==> config.mk <==
export PLATFORM = sky130hd
export DESIGN_NAME = xbar_output_arbiter_flat
export DESIGN_NICKNAME = d
export VERILOG_FILES = /design/src/rtl/xbar_output_arbiter_if.sv /design/src/rtl/xbar_output_arbiter.sv /design/src/flat_wrapper.sv
export SDC_FILE = /design/constraint.sdc
export NUM_CORES = 1
export LEC_CHECK = 0
export CORE_MARGIN = 3
export CORE_UTILIZATION = 30
export DETAILED_ROUTE_END_ITERATION = 8
export GPL_TIMING_DRIVEN = 0
export PLACE_DENSITY = 0.66
export RECOVER_POWER = 25
export SYNTH_ARGS = -nofsm -noshare
export SYNTH_HDL_FRONTEND = slang
export SYNTH_SLANG_ARGS = --single-unit
==> constraint.sdc <==
create_clock -name clk -period 2.15 [get_ports clk]
set_input_delay 0.43 -clock clk [delete_from_list [all_inputs] [get_ports clk]]
set_output_delay 0.43 -clock clk [all_outputs]
set_load 0.005 [all_outputs]
==> src/rtl/xbar_output_arbiter_if.sv <==
// Valid/ready bundle between NUM_IN crossbar input streams and one egress sink.
// The master modport is the arbiter side; slave is the upstream/sink environment.
interface xbar_output_arbiter_if #(
    parameter int NUM_IN = 4,
    parameter int DATA_W = 32,
    parameter int SRC_W  = $clog2(NUM_IN)
);
    logic [NUM_IN-1:0]        in_valid;
    logic [NUM_IN*DATA_W-1:0] in_data;
    logic [NUM_IN-1:0]        in_last;
    logic [NUM_IN-1:0]        in_ready;
    logic                     out_valid;
    logic [DATA_W-1:0]        out_data;
    logic                     out_last;
    logic [SRC_W-1:0]         out_src;
    logic                     out_ready;

    modport master (
        input  in_valid, in_data, in_last, out_ready,
        output in_ready, out_valid, out_data, out_last, out_src
    );

    modport slave (
        output in_valid, in_data, in_last, out_ready,
        input  in_ready, out_valid, out_data, out_last, out_src
    );
endinterface

==> src/rtl/xbar_output_arbiter.sv <==
// Crossbar egress arbiter: round-robin pick among NUM_IN streams, grant held
// for a whole packet, single registered valid/ready stage toward the sink.
module xbar_output_arbiter #(
    parameter int NUM_IN = 4,
    parameter int DATA_W = 32,
    parameter int SRC_W  = $clog2(NUM_IN)
) (
    input logic                   clk,
    input logic                   rst_n,
    xbar_output_arbiter_if.master bus
);
    localparam int unsigned NUM_IN_U = NUM_IN;

    typedef enum logic {IDLE, LOCKED} state_t;

    state_t            state;
    logic [SRC_W-1:0]  grant;
    logic [SRC_W-1:0]  last_grant;
    logic [SRC_W-1:0]  scan_pick;
    logic              scan_hit;
    logic              take_ok;
    logic              accept;
    logic [DATA_W-1:0] sel_data;
    logic              sel_last;

    // Round-robin scan starting one past the previous packet's owner.
    always_comb begin
        int unsigned idx;
        scan_pick = '0;
        scan_hit  = 1'b0;
        for (int unsigned k = 1; k <= NUM_IN_U; k++) begin
            idx = (32'(last_grant) + k) % NUM_IN_U;
            if (!scan_hit && bus.in_valid[SRC_W'(idx)]) begin
                scan_hit  = 1'b1;
                scan_pick = SRC_W'(idx);
            end
        end
    end

    always_comb begin
        sel_data = '0;
        for (int unsigned i = 0; i < NUM_IN_U; i++) begin
            if (SRC_W'(i) == grant) begin
                sel_data = bus.in_data[i*DATA_W +: DATA_W];
            end
        end
    end

    assign sel_last = bus.in_last[grant];
    assign take_ok  = (state == LOCKED) && (!bus.out_valid || bus.out_ready);
    assign accept   = take_ok && bus.in_valid[grant];

    always_comb begin
        bus.in_ready = '0;
        if (take_ok) begin
            bus.in_ready[grant] = 1'b1;
        end
    end

    always_ff @(posedge clk or negedge rst_n) begin
        if (!rst_n) begin
            state         <= IDLE;
            grant         <= '0;
            last_grant    <= SRC_W'(NUM_IN - 1);
            bus.out_valid <= 1'b0;
            bus.out_data  <= '0;
            bus.out_last  <= 1'b0;
            bus.out_src   <= '0;
        end else begin
            case (state)
                IDLE: begin
                    if (scan_hit) begin
                        grant <= scan_pick;
                        state <= LOCKED;
                    end
                end
                LOCKED: begin
                    if (accept && sel_last) begin
                        last_grant <= grant;
                        state      <= IDLE;
                    end
                end
                default: state <= IDLE;
            endcase

            // Output stage: load on accept, otherwise drain when the sink takes it.
            if (accept) begin
                bus.out_valid <= 1'b1;
                bus.out_data  <= sel_data;
                bus.out_last  <= sel_last;
                bus.out_src   <= grant;
            end else if (bus.out_ready) begin
                bus.out_valid <= 1'b0;
            end
        end
    end
endmodule

==> src/flat_wrapper.sv <==
// flat-port wrapper written by rule: the top's interface ports become plain ports
module xbar_output_arbiter_flat 
#(
    parameter int NUM_IN = 4,
    parameter int DATA_W = 32,
    parameter int SRC_W  = $clog2(NUM_IN)
)
  (clk, rst_n, bus_in_valid, bus_in_data, bus_in_last, bus_out_ready, bus_in_ready, bus_out_valid, bus_out_data, bus_out_last, bus_out_src);
  xbar_output_arbiter_if #(.NUM_IN(NUM_IN), .DATA_W(DATA_W), .SRC_W(SRC_W)) bus_i ();
  input logic clk;
  input logic rst_n;
  input wire logic [$bits(bus_i.in_valid)-1:0] bus_in_valid;
  input wire logic [$bits(bus_i.in_data)-1:0] bus_in_data;
  input wire logic [$bits(bus_i.in_last)-1:0] bus_in_last;
  input wire logic [$bits(bus_i.out_ready)-1:0] bus_out_ready;
  output wire logic [$bits(bus_i.in_ready)-1:0] bus_in_ready;
  output wire logic [$bits(bus_i.out_valid)-1:0] bus_out_valid;
  output wire logic [$bits(bus_i.out_data)-1:0] bus_out_data;
  output wire logic [$bits(bus_i.out_last)-1:0] bus_out_last;
  output wire logic [$bits(bus_i.out_src)-1:0] bus_out_src;
  assign bus_i.in_valid = bus_in_valid;
  assign bus_i.in_data = bus_in_data;
  assign bus_i.in_last = bus_in_last;
  assign bus_i.out_ready = bus_out_ready;
  assign bus_in_ready = bus_i.in_ready;
  assign bus_out_valid = bus_i.out_valid;
  assign bus_out_data = bus_i.out_data;
  assign bus_out_last = bus_i.out_last;
  assign bus_out_src = bus_i.out_src;
  xbar_output_arbiter #(.NUM_IN(NUM_IN), .DATA_W(DATA_W), .SRC_W(SRC_W)) u_core (.clk(clk), .rst_n(rst_n), .bus(bus_i));
endmodule
Word-level counts from Yosys, hierarchy flattened
Index checks and enable logic that the tools add are counted.
{ "totals": {"in_bits": 139, "output_inout_bits": 40, "word_cells": 69, "regBits": 41} }
{ "op_classes": {"n_reduce_logical": 16, "mux": 32, "eq_ne": 3, "bitwise_logic": 1, "n_addsub": 4, "magnitude_cmp": 6} }
{ "ops": {"columns": ["operator", "count"], "rows": [
  ["$mux W32", 4],
  ["$lt A2 B3 Y1 const B", 5],
  ["$mux W1", 15],
  ["$bmux W1 S2", 6],
  ["$mux W2", 4],
  ["$logic_and A1 B1 Y1", 7],
  ["$add A2 B1 Y2 const B", 2],
  ["$add A2 B2 Y2 const B", 2],
  ["$eq A2 B2 Y1 const A", 2],
  ["$logic_not A1 Y1", 4],
  ["$mux W4", 1],
  ["$reduce_and A2 Y1", 2],
  ["$demux W1 S2", 1],
  ["$eq A1 B2 Y1 const A", 1],
  ["$ge A2 B1 Y1 const B", 1],
  ["$logic_not A2 Y1", 1],
  ["$pmux W1 S2", 1],
  ["$reduce_bool A2 Y1", 1],
  ["$logic_or A1 B1 Y1", 1],
  ["$not A1 Y1", 1]
]} }

Depth between registers and ports, before layout
{ "depth": {"ltp_word": 15, "depth_mapped": 4, "ltp_nobuf": 3} }

Worst setup path before layout
OpenSTA, ideal clock, no wires.
{ "synth_timing": {"kind": "reg2reg", "from": "reg u_core.grant[0]", "to": "reg u_core.bus.out_data[10]", "n_path_buf": 1, "slack_ns": 0.437, "path_stages_with_launch": 5, "setup_ns": 0.125, "t_required_ns": 2.025, "synth_period_minus_slack_ns": 1.713, "arrival_time_ns": 1.588, "cell_sequence": "dfrtp_1 -> mux4_2 -> nand3_4 -> buf_6 -> mux2_4"} }
{ "synth_between": {"elab_chain_len": 5, "word_cells_on_any_way": 11, "cone_classes": "eq/ne (3); mux (6); reduce/logical (2)"} }
{ "synth_rtl": {"columns": ["item", "line_no", "text"], "rows": [
  ["start, declared", "xbar_output_arbiter.sv:17", "logic [SRC_W-1:0] grant;"],
  ["start signal, assigned", "xbar_output_arbiter.sv:73", "grant <= scan_pick;"],
  ["$logic_not A2 Y1", "xbar_output_arbiter.sv:43", "if (SRC_W'(i) == grant) begin"],
  ["$mux W32 (4 in a row)", "xbar_output_arbiter.sv:43", null],
  ["end signal, assigned", "xbar_output_arbiter.sv:89", "bus.out_data <= sel_data;"],
  ["end, declared", "xbar_output_arbiter_if.sv:20", "output in_ready, out_valid, out_data, out_last, out_src"]
]} }
Parallel ways exist; a longest one is shown, timed or not. The select of a mux whose other input is x is not followed.
A chain may end at the register's enable or synchronous reset.

Final worst setup path
{ "layout_timing": {"from": "in bus_in_valid[3]", "to": "reg u_core.bus.out_data[13]"} }
{ "layout_between": {"elab_chain_len": 3} }
{ "layout_rtl": {"columns": ["item", "line_no", "text"], "rows": [
  ["start, declared", "flat_wrapper.sv:12", "input wire logic [$bits(bus_i.in_valid)-1:0] bus_in_valid;"],
  ["$bmux W1 S2", "xbar_output_arbiter.sv:51", "assign accept = take_ok && bus.in_valid[grant];"],
  ["$mux W1 (implied by the code)", "xbar_output_arbiter.sv:51", null],
  ["$logic_and A1 B1 Y1", "xbar_output_arbiter.sv:51", null]
]} }
No other way between the ends. The select of a mux whose other input is x is not followed.

==> reports/metrics.csv <==
metric,value,unit
outcome,completed,
M3 GR Usage,4.74,%
Vias per Instance,4.91,
largest net degree at the start of global routing,35,
Post-route DRC,0,
Mapped Cells,155,
Synth async-reset ratio,100,%
initial antenna violation count,0,
P&R area growth vs syn,80.3,%
CTS Buffer Depth,2,
Synth area leader,dfrtp_1,
largest cells by area after synthesis,"dfrtp_1, mux4_2, mux2_4",
RD Place Congestion,0.781,
Avg Inst Size Synth,16.7,µm²
Ant. Diodes,0,
Mapped Area,2590,µm²
Pleak,0.00189,µW
endpoints failing setup,0,
Die Area,9770,µm²
GRT Total Usage,17.3,%
placed instance area,4510,µm²
PwrDens,1220,nW/µm²
max-slew violation count,0,
Post-DP HPWL,6620,µm
clock group share of total power,11.2,%
share of Yosys cell area claimed by the top area cell type,37.7,%
dpl cells,439,
share of power burned in registers,25.4,%
drt pass-1 iters,4,
"Top FF cell, synth",dfrtp_1,
Fmax achieved,484,MHz
I/O Buffers,178,
VDD IR-drop max,0.556,mV
Initial DRC Count,43,
Worst Skew,0.00435,ns
met1 Use GR,21.7,%
Sink Count,41,
syn nets,294,
CP Class,in -> reg,
CTS tree,yes,
RSZ-0062 raised after global routing,false,
Pwr Total,5700,µW
Slew Limit Headroom,57.4,%
WP data arrival,2.24,ns
fin nets,480,
Yosys reg bits,41,
most frequent cells in the layout,"clkdlybuf4s50_1, dfrtp_1, mux4_2",
M2 GR Usage,30.2,%
cts bufs inserted,5,
number of I/O pins,179,
final design utilization,56.2,%
Critical Path Start Type,input pin,
Yosys cell types,32,
vias in the first global route,2376,
Non-Filler Instances,447,
Overflow after GRT,0,
Worst Setup End Kind,flip-flop,
GR peak layer,met2,
layout cell share with drive strength beyond 1,26.9,%
total number of vias,2193,
synth warn,0,
Starting Density,31.2,%
clock latency on the worst-skew pair,0.29,ns
Worst Path Required,2.33,ns
Critical Path Fanout Max,10,
Die Height,98.9,µm
Tightest Hold Check Type,reg -> reg,
Tmin final,2.07,ns
final instance area,4660,µm²
TNS Setup,0,ns
Sw Pwr,1740,µW
Post-synth EDFFs,0,
switching portion of total power,30.5,%
slew at the pin with the worst max-slew slack,0.640,ns
first-pass GRT wire length,13200,µm
post-synthesis sequential area ratio,39.8,%
Final Hold Vio Count,0,
clock slew at reported path FFs,0.08,ns
CTS H-Tree Depth,2,
final antenna-violating net count,0,
Routed WL per cell,18.5,µm
Comb power frac,63.4,%
final WL,8260,µm
Die X-Extent,98.9,µm
post-route clock period utilization,96.1,%
Core Area,8300,µm²
"commonest non-fill, non-tap cell in the layout",clkdlybuf4s50_1,
root buf cell,clkbuf_8,
Pint,3960,µW
row count,33,
MaxCap Viol Count,0,
==> power by group through the flow <==
stage | clock network [µW] | logic (µW) | registers (µW)
finish | 637 | 3610 | 1450
detailed placement | 0 | 3650 | 1450
CTS | 668 | 3680 | 1450
global placement | 0 | 3630 | 1430
floorplan | 0 | 2180 | 1460
global route | 701 | 3890 | 1510
==> metrics by stage <==
step / hold slack [ns] / worst slack, ns
global route: 0.506 / 0.0413
global placement: 0.473 / -0.475
detailed placement: 0.301 / -0.328
CTS: 0.496 / 0.102
finish: 0.493 / 0.0828
floorplan: 0.134 / 0.437
==> layer usage <==
layer | up-vias | wire (µm)
met1 | 1091 | 3260
met4 | 0 | 67
met3 | 8 | 641
li1 | 999 | -
met5 | - | 0
met2 | 95 | 4290
==> synth_stat cells (2+ instances only) <==
| cell | number |
|---|---|
| dfrtp_1 | 39 |
| mux4_2 | 34 |
| mux2_4 | 27 |
| mux2_2 | 8 |
| buf_6 | 4 |
| nor2_1 | 4 |
| clkbuf_1 | 3 |
| nand2_1 | 3 |
| nor3_1 | 3 |
| a21oi_1 | 2 |
| buf_2 | 2 |
| buf_4 | 2 |
| dfstp_2 | 2 |
| inv_1 | 2 |
| mux2i_1 | 2 |
| nand2b_1 | 2 |
==> path summary, 6_finish.rpt <==
check,from,slack (ns),end,depth (start not counted)
setup / recovery,bus_in_valid[3],0.08,u_core.bus.out_data[13]$_DFFE_PN0P_,5
hold / removal,u_core.bus.out_last$_DFFE_PN0P_,0.49,u_core.bus.out_last$_DFFE_PN0P_,1
setup reg to reg,u_core.grant[0]$_DFFE_PN0P_,0.25,u_core.bus.out_data[13]$_DFFE_PN0P_,4
hold reg to reg,u_core.bus.out_last$_DFFE_PN0P_,0.49,u_core.bus.out_last$_DFFE_PN0P_,1
max in group asynchronous,rst_n,0.86,u_core.last_grant[1]$_DFFE_PN1P_,3
min in group asynchronous,rst_n,0.65,u_core.bus.out_data[10]$_DFFE_PN0P_,2
==> layout make-up <==
class / instances / area [µm²]
buffer: 10 / 91.3
clock buffer: 7 / 86.3
clock inverter: 1 / 30.0
fill: 729 / 3640
inverter: 2 / 7.51
multi-input combinational: 100 / 1480
sequential: 41 / 1030
tap: 105 / 131
timing repair buffer: 181 / 1810
==> flip-flops by register name, indices dropped and copies added, names as in the netlist <==
signal	cells
u_core.last_grant	2
u_core.bus.out_last	1
u_core.bus.out_src	2
u_core.state	1
u_core.grant	2
u_core.bus.out_valid	1
u_core.bus.out_data	32
==> worst max-delay path: stages <==
cell	delay, ns
clkdlybuf4s50_1	0.53
mux4_2	0.56
nand3_4	0.20
buf_6	0.21
mux2_4	0.31
==> timing repair <==
action,4_1_cts,5_1_grt
setup buffers,1,0
hold buffers,1,0
hold endpoints to repair,7,0
setup endpoints to repair,4,0
resized for setup,12,0
==> logic make-up (layout without fill, tap and decap cells) <==
group | Yosys count | count (layout) | share of synthesized area [%]
AO/OA/AOI/OAI | 10 | 10 | 2.81
buffers and inverters | 14 | 201 | 3.58
flip-flops | 41 | 41 | 39.8
multiplexers | 71 | 71 | 49.5
AND/OR/NAND/NOR | 19 | 19 | 4.31
(Power assumes the default switching activity.)
